[config.mk]
export PLATFORM = sky130hd
export DESIGN_NAME = lc3_console_out
export DESIGN_NICKNAME = d
export VERILOG_FILES = /design/src/rtl/lc3_io_pkg.sv /design/src/rtl/lc3_uart_tx.sv /design/src/rtl/lc3_console_out.sv
export SDC_FILE = /design/constraint.sdc
export NUM_CORES = 1
export LEC_CHECK = 0
export CAP_MARGIN = 20
export CORE_UTILIZATION = 55
export DETAILED_ROUTE_END_ITERATION = 8
export PLACE_DENSITY_LB_ADDON = 0.12
export SYNTH_ARGS = -nofsm -noshare
export SYNTH_HDL_FRONTEND = slang
export SYNTH_SLANG_ARGS = --single-unit
export TNS_END_PERCENT = 30
[constraint.sdc]
create_clock -name clock -period 4.3 [get_ports clock]
set_input_delay 0.86 -clock clock [delete_from_list [all_inputs] [get_ports clock]]
set_output_delay 0.86 -clock clock [all_outputs]
set_load 0.03 [all_outputs]
[src/rtl/lc3_io_pkg.sv]
// Shared definitions for the LC-3 memory-mapped console devices.
// Address map, status-register bit positions and the serializer state type.
package lc3_io_pkg;

   localparam logic [15:0] LC3_KBSR_ADDR = 16'hFE00;
   localparam logic [15:0] LC3_KBDR_ADDR = 16'hFE02;
   localparam logic [15:0] LC3_DSR_ADDR  = 16'hFE04;
   localparam logic [15:0] LC3_DDR_ADDR  = 16'hFE06;

   localparam int DSR_READY_BIT = 15;
   localparam int DSR_OVF_BIT   = 0;

   typedef enum logic [1:0] {
      TX_IDLE  = 2'd0,
      TX_START = 2'd1,
      TX_DATA  = 2'd2,
      TX_STOP  = 2'd3
   } tx_state_e;

endpackage

[src/rtl/lc3_uart_tx.sv]
// 8N1 UART transmitter: a load pulse in IDLE captures a byte and sends one
// frame of exactly 10*CLKS_PER_BIT cycles, LSB first.
module lc3_uart_tx
   import lc3_io_pkg::*;
#(
   parameter int CLKS_PER_BIT = 16
) (
   input  logic       clk,
   input  logic       rst_n,
   input  logic       i_load,
   input  logic [7:0] i_data,
   output logic       o_busy,
   output logic       o_tx
);

   localparam int            BW        = (CLKS_PER_BIT > 1) ? $clog2(CLKS_PER_BIT) : 1;
   localparam logic [BW-1:0] BAUD_LAST = BW'(CLKS_PER_BIT - 1);

   tx_state_e     r_state;
   logic [BW-1:0] r_baud;
   logic [2:0]    r_bit_idx;
   logic [7:0]    r_shift;
   logic          w_baud_done;

   assign w_baud_done = (r_baud == BAUD_LAST);
   assign o_busy      = (r_state != TX_IDLE);

   // NOTE: sequential state uses non-blocking assignments so every register
   // samples the pre-edge values; combinational blocks use blocking ones.
   always_ff @(posedge clk or negedge rst_n) begin
      if (!rst_n) begin
         r_state   <= TX_IDLE;
         r_baud    <= '0;
         r_bit_idx <= '0;
         r_shift   <= '0;
      end else begin
         case (r_state)
            TX_IDLE: begin
               if (i_load) begin
                  r_shift <= i_data;
                  r_baud  <= '0;
                  r_state <= TX_START;
               end
            end
            TX_START: begin
               if (w_baud_done) begin
                  r_baud    <= '0;
                  r_bit_idx <= '0;
                  r_state   <= TX_DATA;
               end else begin
                  r_baud <= r_baud + 1'b1;
               end
            end
            TX_DATA: begin
               if (w_baud_done) begin
                  r_baud  <= '0;
                  r_shift <= {1'b0, r_shift[7:1]};
                  if (r_bit_idx == 3'd7) begin
                     r_state <= TX_STOP;
                  end else begin
                     r_bit_idx <= r_bit_idx + 1'b1;
                  end
               end else begin
                  r_baud <= r_baud + 1'b1;
               end
            end
            TX_STOP: begin
               if (w_baud_done) begin
                  r_baud  <= '0;
                  r_state <= TX_IDLE;
               end else begin
                  r_baud <= r_baud + 1'b1;
               end
            end
            default: r_state <= TX_IDLE;
         endcase
      end
   end

   // Line level decoded straight from state so reset forces the idle level at once.
   always_comb begin
      o_tx = 1'b1;
      case (r_state)
         TX_START: o_tx = 1'b0;
         TX_DATA:  o_tx = r_shift[0];
         default:  o_tx = 1'b1;
      endcase
   end

endmodule

[src/rtl/lc3_console_out.sv]
// LC-3 console display: DDR writes are buffered in a small FIFO and sent out
// over a UART; DSR reports buffer readiness and a sticky overflow flag.
module lc3_console_out
   import lc3_io_pkg::*;
#(
   parameter logic [15:0] DSR_ADDR     = LC3_DSR_ADDR,
   parameter logic [15:0] DDR_ADDR     = LC3_DDR_ADDR,
   parameter int          FIFO_DEPTH   = 4,
   parameter int          CLKS_PER_BIT = 16
) (
   input  logic        clock,
   input  logic        reset_n,
   input  logic        write,
   input  logic        read,
   input  logic [15:0] MAR,
   input  logic [15:0] MDR_in,
   output logic        dev_sel,
   output logic [15:0] dev_rdata,
   output logic        tx,
   output logic        overflow
);

   localparam int          PW      = $clog2(FIFO_DEPTH);
   localparam logic [PW:0] DEPTH_C = (PW + 1)'(FIFO_DEPTH);

   logic [7:0]    r_mem [FIFO_DEPTH];
   logic [PW-1:0] r_wptr;
   logic [PW-1:0] r_rptr;
   logic [PW:0]   r_count;
   logic          r_write_q;
   logic          r_overflow;
   logic [7:0]    r_last_char;

   logic w_push_req;
   logic w_full;
   logic w_pop;
   logic w_push;
   logic w_drop;
   logic w_tx_busy;
   logic w_unused;

   // Reads have no side effects, so the read strobe and the upper data byte are not needed.
   assign w_unused = &{1'b0, read, MDR_in[15:8]};

   assign w_push_req = write & ~r_write_q & (MAR == DDR_ADDR);
   assign w_full     = (r_count == DEPTH_C);
   assign w_pop      = (r_count != '0) & ~w_tx_busy;
   // A pop on the same edge frees a slot, so a write into a full FIFO still lands.
   assign w_push     = w_push_req & (~w_full | w_pop);
   assign w_drop     = w_push_req & w_full & ~w_pop;

   always_ff @(posedge clock or negedge reset_n) begin
      if (!reset_n) begin
         r_wptr      <= '0;
         r_rptr      <= '0;
         r_count     <= '0;
         r_write_q   <= 1'b0;
         r_overflow  <= 1'b0;
         r_last_char <= '0;
      end else begin
         r_write_q <= write;
         if (w_push) begin
            r_wptr      <= r_wptr + 1'b1;
            r_last_char <= MDR_in[7:0];
         end
         if (w_pop) begin
            r_rptr <= r_rptr + 1'b1;
         end
         if (w_drop) begin
            r_overflow <= 1'b1;
         end
         case ({w_push, w_pop})
            2'b10:   r_count <= r_count + 1'b1;
            2'b01:   r_count <= r_count - 1'b1;
            default: r_count <= r_count;
         endcase
      end
   end

   // NOTE: the storage array has no reset; validity is tracked by the pointers
   // and count, so resetting it would only cost logic.
   always_ff @(posedge clock) begin
      if (w_push) begin
         r_mem[r_wptr] <= MDR_in[7:0];
      end
   end

   lc3_uart_tx #(
      .CLKS_PER_BIT (CLKS_PER_BIT)
   ) u_uart_tx (
      .clk    (clock),
      .rst_n  (reset_n),
      .i_load (w_pop),
      .i_data (r_mem[r_rptr]),
      .o_busy (w_tx_busy),
      .o_tx   (tx)
   );

   assign dev_sel  = (MAR == DSR_ADDR) | (MAR == DDR_ADDR);
   assign overflow = r_overflow;

   // NOTE: the default assignment up front keeps this block free of latches.
   always_comb begin
      dev_rdata = '0;
      if (MAR == DSR_ADDR) begin
         dev_rdata[DSR_READY_BIT] = ~w_full;
         dev_rdata[DSR_OVF_BIT]   = r_overflow;
      end else if (MAR == DDR_ADDR) begin
         dev_rdata = {8'h00, r_last_char};
      end
   end

endmodule

Word-level counts from Yosys, hierarchy flattened

Memories as Yosys holds them, arrays and structs flattened.
Cells that the tools add are included.

Bits in registers: 34
Bits in writable memories: 32
Input bits: 36
Output and inout port bits: 19
Word-level logic and storage cells: 79
Memories: 1

Memories:

| name  | words | width | rd ports | clocked after memory_dff | write ports | RTL line              | RTL |
|---|---|---|---|---|---|---|---|
| r_mem | 4     | 8     | 1        | 0                        | 1           | lc3_console_out.sv:26 | `logic [7:0] r_mem [FIFO_DEPTH];` |

Add/sub/neg operators: 6
Equality and inequality tests: 16
Multiplexer cells: 24
Bitwise gates (word level): 12
Reductions and logical operators: 10

Operators by type and width:

| operator                                                                | count |
|---|---|
| 16-bit == test, second input constant                                   | 2 |
| 8-bit two-way mux                                                       | 3 |
| 8-bit one-hot mux with 2 select lines                                   | 1 |
| 14-bit two-way mux                                                      | 1 |
| 3-bit one-hot mux with 2 select lines                                   | 2 |
| 2-bit two-way mux                                                       | 5 |
| 3-bit two-way mux                                                       | 3 |
| 4-bit two-way mux                                                       | 2 |
| 2-bit by 1-bit inequality test with 1-bit output, second input constant | 4 |
| 2-bit one-hot mux with 4 select lines                                   | 1 |
| 4-bit one-hot mux with 2 select lines                                   | 1 |
| 2-bit nonzero test                                                      | 4 |
| 3-bit by 1-bit adder with 3-bit output, second input constant           | 2 |
| 1-bit AND                                                               | 6 |
| 2-bit == test, second input constant                                    | 3 |
| 3-bit == test, second input constant                                    | 2 |
| 5-bit AND reduction                                                     | 1 |
| 2-bit by 1-bit adder with 2-bit output, second input constant           | 2 |
| 4-bit by 1-bit adder with 4-bit output, second input constant           | 1 |
| 2-bit by 1-bit == test with 1-bit output, second input constant         | 2 |
| 4-bit == test, second input constant                                    | 1 |
| 1-bit two-way mux                                                       | 4 |
| 2-bit inequality test, second input constant                            | 2 |
| 1-bit NOT                                                               | 4 |
| 8 further kinds                                                         | 9 |

Depth between registers and ports, before layout

Depth in word-level cells: 7
Mapped depth: 8
Mapped depth without buffers: 7

Cells and area by module

Synthesis repeated with hierarchy kept, for this count alone.

Cells, all modules: 216
Area total of the unflattened synthesis: 3158.0 µm²

Modules (own cells, without submodules):

| module          | times used | cells an instance | area an instance (µm²) | sequential area each (µm²) |
|---|---|---|---|---|
| lc3_console_out | 1          | 126               | 2162.1                 | 1386.3 |
| lc3_uart_tx     | 1          | 90                | 996.0                  | 425.4 |

Worst setup path before layout

No wires, ideal clock.

Path kind: input -> output
Start point: input MAR[7]
End point: output dev_rdata[15]
Arrival: 2.795 ns
Data required time: 3.440 ns
Setup slack: 0.645 ns
Cell stages on the path: 3
Path buffers: 0
Cells stage by stage: or4b_1 -> or4_4 -> a311oi_1

Longest elaborated chain between the ends: 2

RTL lines:

| item              | RTL line               | RTL |
|---|---|---|
| start, declared   | lc3_console_out.sv:15  | `input logic [15:0] MAR,` |
| 16-bit == test    | lc3_console_out.sv:105 | `if (MAR == DSR_ADDR) begin` |
| 1-bit two-way mux | lc3_console_out.sv:105 |  |
| end, declared     | lc3_console_out.sv:18  | `output logic [15:0] dev_rdata,` |

No other way between the ends.

Worst setup path in the final report

Start point: input MAR[7]
End point: output dev_rdata[0]

Longest elaborated chain between the ends: 3
Elaborated cells on any way between the ends: 4
Classes of those cells: 2 x eq/ne; 2 x mux

RTL lines:

| item                | RTL line               | RTL |
|---|---|---|
| 16-bit == test      | lc3_console_out.sv:108 | `end else if (MAR == DDR_ADDR) begin` |
| 8-bit two-way mux   | lc3_console_out.sv:108 |  |
| 1-bit two-way mux * | lc3_console_out.sv:105 |  |

Every way passes the cells marked *; elsewhere a longest branch is shown, timed or not.

==> flow_summary.toml <==
[outcome]
status = "complete, no violations"

[synth]
avgSynthCellArea_um2 = 13.8
ys.flop_type = "dfrtp_1"
synth-seq-cells = 66
yosys_warnings = 0
synthArstFlopShare_pct = 51.5
synth.distinct_cells = 39
synth_area_leaders = "edfxtp_1 31%, dfrtp_1 28%, mux4_2 5.9%"
synth_enable_flop_cells = 32
ys_seq_area_share_pct = 59.2
yosysTopAreaCell = "edfxtp_1"
syn_inst = 221
netlist_area_um2 = 3060
yosys.area.top_type_share_pct = 31.4

[timing]
finalCritPeriodShare_pct = 93.8
rsz0062_at_grt = "false"
slew_viol_final = 0
fin_setup_tns_ps = 0
hold_viol = 0
min_period_ps = 4030
fin_skew_ps = 10.7
worstMarginPinSlew_ps = 831
setup_viol = 0
fmax_ghz = 0.248
relSlewSlack_pct = 44.4

[floorplanning]
die-width_um = 76.6
die_h_um = 76.6
coreArea_um2 = 5240
pin_count = 55
start_util_pct = 58.4
dieArea_um2 = 5860
rows = 26

[clock_network]
ctsResizeCount = 0
clock-root-buffer = "clkbuf_8"
clk_latency_ps = 340
cts_hold_buffers = 0
h-tree-depth = 3
cts_post_setup_buffers_inserted = 0
cts_made_buffers = 9
clockBufferDepth = 2
cts.clk_slew.worst_paths_ps = 70
cts_tree = "yes"
cts_num_sinks = 66

[placed_design]
gp_congestion = 0.716
dp.cells = 323
portBuffers = 38
place_area_um2 = 3470
dpl.hpwl_um = 3510

[worst_setup_path]
max_stage_delay_ps = 670
critical-path-top-delay-family = "simple AND/OR/NAND/NOR gates"
cp_cell_sequence = "clkdlybuf4s50_1 > or4b_1 > or4_4 > nor2_1 > clkdlybuf4s50_1"
cp.required_ps = 3440
critical_path.most_common_cell = "clkdlybuf4s50_1"
cp_max_fo = 3
critical_path_class = "input port to primary output"
worstPathArrival_ps = 3170
startpoint_type = "input port"
critical_path.n_buffers_inverters = 2
cp-end-kind = "primary output"
slowest_stage = "clkdlybuf4s50_1"

[power_and_ir_drop]
ir_drop_mv = 0.253
p_leak_nw = 1.59
powerDensity_nw_per_um2 = 344
finalPower_mw = 1.27

[global_routing]
grt_util_met1_pct = 24.1
grt_use_met2_pct = 31.1
grt_pass1_vias = 1846
grt_pass1_wl_um = 8510
use_met3_pct = 4.67
antenna_found_initial = 0
busiest_layer = "met2"
grt_max_degree = 35
grt_overflow = 0
grt_usage_pct = 19.4

[layout]
fin_cells = 339
utilization_pct = 70.4
drive_gt1_share_pct = 18.2
nets = 313
areaGrowthSynthToFinish_pct = 20.7
fin_area_um2 = 3690
diodes = 0

[hold_path]
hold_path.class = "flop to flop"

[detailed_routing]
remaining_drc_errors = 0
antenna_left = 0
dr.pass1.iters = 4
drt_iter0_drc = 83
drt_wl_total_um = 4890
vias = 1794
viasPerCell = 5.29
wl_per_cell_um = 14.4

[job]
cap_violations = 0
final cells by class:
type / instances / area, um2
clock buffers: 10 / 128
clock inverters: 6 / 90.1
fillers: 366 / 1550
inverters: 7 / 27.5
multi-input cells: 139 / 1160
flip-flops and latches: 66 / 1810
well taps: 70 / 87.6
repair buffers: 41 / 388
cell usage in the layout, fill, tap and decap left out, types with 10 or more instances in the layout:
master / netlist / layout
dfrtp_1: 34 / 34
edfxtp_1: 32 / 32
clkdlybuf4s50_1: 0 / 30
nor2_1: 13 / 13
and2_1: 12 / 12
ha_1: 12 / 12
nand2_1: 11 / 11
mux2_2: 11 / 11
o21ai_0: 10 / 10
mux2i_1: 10 / 10
buf_4: 7 / 10
logic make-up after synthesis:
kind of cell             Yosys count  synth area share (%)
buffers and inverters             22                  3.64
XOR/XNOR                           5                  1.43
adder cells (fa/ha/maj)           13                  5.56
AND/OR/NAND/NOR                   55                  10.6
other                              1                 0.123
flip-flops                        66                  59.2
AO/OA/AOI/OAI                     30                  6.22
multiplexers                      29                  13.2
registers in the layout, indices dropped and copies added, names as in the netlist, 3 cells and up:
| name | count |
|---|---|
| u_uart_tx.r_baud | 4 |
| r_mem | 32 |
| r_count | 3 |
| r_last_char | 8 |
| u_uart_tx.r_bit_idx | 3 |
| u_uart_tx.r_shift | 8 |
cells in the mapped netlist (6+ instances only):
master	instances
mux2_2	11
nand2_1	11
dfrtp_1	34
mux2i_1	10
mux4_2	8
nor2_1	13
buf_4	7
inv_1	6
edfxtp_1	32
o21ai_0	10
ha_1	12
a21oi_1	9
and2_1	12
clkbuf_1	7
metrics by stage:
stage / worst slack (ps) / hold slack [ps]
floorplan: 645 / 444
global placement: 95.5 / 464
detailed placement: 57.9 / 475
CTS: 58.2 / 484
global route: 207 / 527
finish: 266 / 473
per-layer routing:
| metal | vias to the layer above | wire length (um) |
|---|---|---|
| li1 | 876 | - |
| met1 | 866 | 2270 |
| met2 | 41 | 2330 |
| met3 | 11 | 174 |
| met4 | 0 | 120 |
| met5 | - | 0 |
where the power goes:
part	internal [mW]	switching (mW)	total, mW	leakage [nW]
registers	0.663	0.0000980	0.663	0.726
logic	0.0229	0.0237	0.0466	0.755
clock network	0.328	0.233	0.561	0.107
worst paths after layout:
| check | start | end | slack [ps] | cells past startpoint |
|---|---|---|---|---|
| worst max-delay path | MAR[7] | dev_rdata[0] | 270 | 5 |
| worst min-delay path | u_uart_tx.r_baud[3]$_DFFE_PN0P_ | u_uart_tx.r_baud[3]$_DFFE_PN0P_ | 470 | 1 |
| worst max register to register | u_uart_tx.r_state[0]$_DFFE_PN0P_ | r_mem[0][6]$_DFFE_PP_ | 1980 | 5 |
| worst min register to register | u_uart_tx.r_baud[3]$_DFFE_PN0P_ | u_uart_tx.r_baud[3]$_DFFE_PN0P_ | 470 | 1 |
| max in group asynchronous | reset_n | r_last_char[1]$_DFFE_PN0P_ | 3050 | 2 |
| min in group asynchronous | reset_n | u_uart_tx.r_baud[0]$_DFFE_PN0P_ | 940 | 2 |
Note: power is estimated with default switching activity, not from simulation.
